<file path="config.mk">
export PLATFORM = sky130hd
export DESIGN_NAME = alu
export DESIGN_NICKNAME = d
export VERILOG_FILES = /design/src/rtl/alu_pkg.sv /design/src/rtl/alu_shifter.sv /design/src/rtl/alu.sv
export SDC_FILE = /design/constraint.sdc
export NUM_CORES = 1
export LEC_CHECK = 0
export CAP_MARGIN = 20
export CORE_MARGIN = 2
export CORE_UTILIZATION = 50
export CTS_BUF_LIST = sky130_fd_sc_hd__clkbuf_16
export DETAILED_ROUTE_END_ITERATION = 6
export PLACE_DENSITY = 0.8
export SLEW_MARGIN = 20
export SYNTH_ARGS = -nofsm -noshare
export SYNTH_HDL_FRONTEND = slang
export SYNTH_SLANG_ARGS = --single-unit
</file>
<file path="constraint.sdc">
create_clock -name CLK -period 0.9 [get_ports CLK]
set_input_delay 0.135 -clock CLK [delete_from_list [all_inputs] [get_ports CLK]]
set_output_delay 0.135 -clock CLK [all_outputs]
set_load 0.1 [all_outputs]
</file>
<file path="src/rtl/alu_pkg.sv">
// Shared ALU definitions: datapath width and opcode encodings.
// Imported by the ALU and by the control unit that drives OP.
package alu_pkg;

  localparam int unsigned ALU_WIDTH = 16;
  localparam int unsigned OP_W      = 3;

  localparam logic [OP_W-1:0] OP_ADD = 3'd0;
  localparam logic [OP_W-1:0] OP_SUB = 3'd1;
  localparam logic [OP_W-1:0] OP_SLL = 3'd2;
  localparam logic [OP_W-1:0] OP_SRA = 3'd3;
  localparam logic [OP_W-1:0] OP_OR  = 3'd4;
  localparam logic [OP_W-1:0] OP_AND = 3'd5;
  localparam logic [OP_W-1:0] OP_XOR = 3'd6;
  localparam logic [OP_W-1:0] OP_SLT = 3'd7;

endpackage

</file>
<file path="src/rtl/alu_shifter.sv">
// Barrel shifter for the ALU: logical left or arithmetic right by amt.
// Arithmetic right shift sign-fills, so odd negatives round toward minus infinity.
module alu_shifter #(
  parameter int unsigned WIDTH   = 16,
  parameter int unsigned SHAMT_W = $clog2(WIDTH)
) (
  input  logic [WIDTH-1:0]   a,
  input  logic [SHAMT_W-1:0] amt,
  input  logic               arith,
  output logic [WIDTH-1:0]   result
);

  always_comb begin
    result = a << amt;
    if (arith) begin
      result = WIDTH'($signed(a) >>> amt);
    end
  end

endmodule

</file>
<file path="src/rtl/alu.sv">
// Execute-stage ALU: combinational op mux into a result register that loads every cycle.
// ZERODETECT is registered alongside ALUOut so the two can never disagree.
module alu
  import alu_pkg::*;
#(
  parameter int unsigned WIDTH = ALU_WIDTH
) (
  input  logic             CLK,
  input  logic             RST,
  input  logic [WIDTH-1:0] A,
  input  logic [WIDTH-1:0] B,
  input  logic [OP_W-1:0]  OP,
  output logic [WIDTH-1:0] ALUOut,
  output logic             ZERODETECT
);

  localparam int unsigned SHAMT_W = $clog2(WIDTH);

  logic [WIDTH-1:0] shift_res;
  logic [WIDTH-1:0] result;
  logic             arith;

  assign arith = (OP == OP_SRA);

  // Only the low bits of B select the shift distance; upper bits are ignored.
  alu_shifter #(
    .WIDTH  (WIDTH),
    .SHAMT_W(SHAMT_W)
  ) u_shifter (
    .a     (A),
    .amt   (B[SHAMT_W-1:0]),
    .arith (arith),
    .result(shift_res)
  );

  always_comb begin
    result = '0;
    case (OP)
      OP_ADD:  result = A + B;
      OP_SUB:  result = A - B;
      OP_SLL:  result = shift_res;
      OP_SRA:  result = shift_res;
      OP_OR:   result = A | B;
      OP_AND:  result = A & B;
      OP_XOR:  result = A ^ B;
      OP_SLT:  result = WIDTH'($signed(A) < $signed(B));
      default: result = '0;
    endcase
  end

  always_ff @(posedge CLK or negedge RST) begin
    if (!RST) begin
      ALUOut     <= '0;
      ZERODETECT <= 1'b1;
    end else begin
      ALUOut     <= result;
      ZERODETECT <= (result == '0);
    end
  end

endmodule

</file>
==> qor.csv, run 1 <==
metric,value,unit
status,aborted with a tool error,
haltStage,global routing,
tool.error,[ERROR GRT-0232] Routing congestion too high. Check the congestion heatmap in the GUI.,
htreeDepth,1,
ios,54,
gp_congestion,1.070,
synthFlopType,dfrtp_1,
hold_buffers,0,
grt_usage,68.98,%
synth_top_area_cell,ha_1,
synth_most_common_cell,a21oi_1,
port_buffers,53,
grt_max_degree,21,
cts_buffers,3,
dp.cells,948,
synth_fp_nets,698,
avgSynthCellArea,7.462,um^2
grt_overflow,2,
clock_path_buffers,2,
synth-edff-count,0,
yosysSeqAreaShare,9.373,%
synthesis.area,4552,um^2
yosys-top-cells-count,"a21oi_1 (54), nand2_1 (52), inv_1 (51), ha_1 (49), nor2_1 (47)",
cts_root_buf,clkbuf_16,
synthCells,610,
fp-row-count,34,
die_x,99.42,um
synthTopCellsByArea,"ha_1 (13%), dfrtp_1 (8.8%), mux4_2 (8.4%), a21oi_1 (5.9%), mux2i_1 (4.6%)",
cts.sinks,17,
post-dp-hpwl,16120,um
place_area,6995,um^2
fp.dieH,99.42,um
async_flop_share,100.0,%
worst_endpoint_kind,register input,
yosysWarnings,0,
worst_endpoint,ZERODETECT$_DFF_PN1_/D,
synth_seq_cells,17,
synth_top_area_share,13.47,%
yosys.cell_types.count,72,
start_util,51.94,%
-- cells by family after synthesis --
family | count (synthesis) | share of synthesized area, %
multiplexers | 46 | 15.83
adder cells (fa/ha/maj) | 51 | 14.35
XOR/XNOR | 12 | 2.309
buffers and inverters | 98 | 8.796
AO/OA/AOI/OAI | 205 | 29.99
flip-flops | 17 | 9.373
AND/OR/NAND/NOR | 181 | 19.35
-- timing repair --
| action | in CTS |
|---|---|
| endpoints found under the setup margin | 34 |
| setup buffers | 32 |
| pin swaps | 52 |
| resized for setup | 241 |
-- stage by stage --
stage          setup slack [ns]  util [%]
4_1_cts                  -2.257     90.46
3_5_place_dp             -3.002     79.83
3_3_place_gp             -2.909     79.83
2_1_floorplan            -2.287         -
-- layer usage --
layer | global-route usage (%) | GRT overflow
met1 | 70.99 | 0
met2 | 88.57 | 1
met4 | 73.02 | 1
met5 | 6.667 | 0
met3 | 45.12 | 0
==> run 2, diff against run 1 <==
--- a/config.mk
+++ b/config.mk
@@ -7,10 +7,9 @@
 export LEC_CHECK = 0
 export CAP_MARGIN = 20
 export CORE_MARGIN = 2
-export CORE_UTILIZATION = 50
-export CTS_BUF_LIST = sky130_fd_sc_hd__clkbuf_16
+export CORE_UTILIZATION = 35
 export DETAILED_ROUTE_END_ITERATION = 6
-export PLACE_DENSITY = 0.8
+export PLACE_DENSITY_LB_ADDON = 0.15
 export SLEW_MARGIN = 20
 export SYNTH_ARGS = -nofsm -noshare
 export SYNTH_HDL_FRONTEND = slang
==> run 2 against run 1 <==
  * The flow now finishes, with violations (setup timing)
  * Synthesized cell count unchanged
  * Synthesized area unchanged
==> qor.csv, run 2 <==
metric,value,unit
path_max_fanout,2,
synthCells,610,
max_cap_viol_count,0,
cp-end-kind,flip-flop,
setup_tns,-23.76,ns
grt_usage,31.65,%
cp-startpoint,A[0],
antenna_found_initial,0,
clkSlewWorstSetupHoldPaths,0.05,ns
drc,0,
synth-edff-count,0,
dieArea,13930,um^2
startpoint_type,input pin,
dr.first_iter.drc_count,385,
vias_per_cell,5.717,
fp.dieH,118.0,um
final_max_slew_viol_count,0,
clock_path_buffers,2,
port_buffers,53,
die_x,118.0,um
cts_buffers,3,
most-common-layout-cells,"buf_4 (232), nand2_1 (49), buf_6 (48)",
ff_latch_area,446.7,um^2
gp_congestion,0.9735,
synth_top_area_cell,ha_1,
grt_pass1_vias,6258,
final_core_utilization,68.24,%
whs,0.2243,ns
grt_overflow,0,
nFillCells,1041,
synthTopCellsByArea,"ha_1 (13%), dfrtp_1 (8.8%), mux4_2 (8.4%), a21oi_1 (5.9%), mux2i_1 (4.6%)",
p_leak,3.794,nW
synth_top_area_share,13.47,%
grt_max_degree,24,
post-dp-hpwl,17790,um
cellPowerDensity,969.7,nW/um^2
regMostFlops,ALUOut,
synth_most_common_cell,a21oi_1,
antenna_left,0,
fp-row-count,41,
synthFlopType,dfrtp_1,
yosysSeqAreaShare,9.373,%
antenna_cells,0,
drive_gt1_share,56.49,%
slew_headroom,67.14,%
final_hold_viol_count,0,
layout_commonest_cell,buf_4,
nets,990,
yosys-top-cells-count,"a21oi_1 (54), nand2_1 (52), inv_1 (51), ha_1 (49), nor2_1 (47)",
wirelength,22590,um
timing.fmax,324.9,MHz
core-area,12670,um^2
hold_buffers,0,
start_util,35.92,%
synth_seq_cells,17,
required,1.06,ns
post_drt_wl_per_cell,21.05,um
period_share,342.0,%
finalSetupViolCount,34,
async_flop_share,100.0,%
cts_tree,yes,
cts_root_buf,clkbuf_16,
rsz0062_at_grt,yes,
yosysWarnings,0,
multi_input_area,4636,um^2
htreeDepth,1,
violations,setup timing,
avgSynthCellArea,7.462,um^2
grt_pass1_wl,34780,um
min_path_type,in2async,
ios,54,
yosys.cell_types.count,72,
worstMarginPinSlew,0.4805,ns
fin_ws,-2.178,ns
crit_arrival,3.24,ns
area_growth,89.97,%
status,"finished, violations left",
num_vias,6134,
vdd_drop_max,0.5877,mV
critical_path_class,in2reg,
largest_reg_flops,16,
synthesis.area,4552,um^2
top_regs,"ALUOut (16), ZERODETECT (1)",
cts.sinks,17,
fin_crit,3.078,ns
first_pass_iters,4,
synth_fp_nets,698,
[run 2: logic make-up after synthesis]
group,count (synthesis),share of synthesized area [%]
AO/OA/AOI/OAI,205,29.99
XOR/XNOR,12,2.309
adder cells (fa/ha/maj),51,14.35
buffers and inverters,98,8.796
flip-flops,17,9.373
multiplexers,46,15.83
AND/OR/NAND/NOR,181,19.35
[run 2: where the power goes]
| part | internal (mW) | leakage, nW | switching (mW) | total [mW] |
|---|---|---|---|---|
| combinational | 3.06 | 3.56 | 3.43 | 6.49 |
| clock | 0.595 | 0.0409 | 0.293 | 0.888 |
| sequential | 0.903 | 0.188 | 0.0997 | 1.00 |
[run 2: final timing paths]
kind                                   endpoint  slack, ns
max in group asynchronous  ZERODETECT$_DFF_PN1_       0.47
min in group CLK            ALUOut[1]$_DFF_PN0_       0.68
hold / removal              ALUOut[2]$_DFF_PN0_       0.22
setup / recovery           ZERODETECT$_DFF_PN1_      -2.18
[run 2: worst max-delay path, cell delays in order]
cell     delay [ns]
buf_8          0.11
buf_6          0.11
ha_4           0.16
fa_2           0.33
a211o_1        0.31
a21oi_2        0.18
a21oi_2        0.05
xor2_1         0.16
a211o_1        0.30
or4_4          0.49
or3_1          0.35
or4_4          0.43
nor4_4         0.14
[run 2: per-stage QoR]
stage | instance area, um^2 | setup slack, ns | power, mW | cells
6_report | 8647 | -2.178 | 8.385 | 1073
5_1_grt | 8647 | -2.325 | 8.773 | 1073
4_1_cts | 8334 | -2.341 | 8.049 | 1067
3_5_place_dp | 7143 | -3.003 | 6.343 | 1020
3_3_place_gp | 7143 | -2.946 | 6.282 | 1020
2_1_floorplan | 4773 | -2.287 | 3.769 | 610
[run 2: cell type report]
cell class,count,area share (%)
clock buffers,3,0.8682
inverters,52,2.633
clock inverters,1,0.05788
flip-flops and latches,17,5.166
well taps,172,2.489
multi-input cells,495,53.61
repair buffers,333,35.18
[run 2: repair_timing]
item,in CTS,in global routing
pin swaps,75,60
cloned,0,0
resized for setup,278,67
endpoints found under the setup margin,34,34
setup buffers,51,15
[run 2: metal layers]
layer / share of wire [%] / vias up / wire length, um / global-route usage [%]
li1: - / 2847 / - / -
met1: 42 / 2978 / 9528 / 40.65
met2: 48 / 252 / 10740 / 53.34
met3: 4.6 / 57 / 1038 / 2.568
met4: 5.6 / 0 / 1275 / 15.59
met5: 0 / - / 0 / 0
No activity file was read; power rests on OpenSTA's default activity.
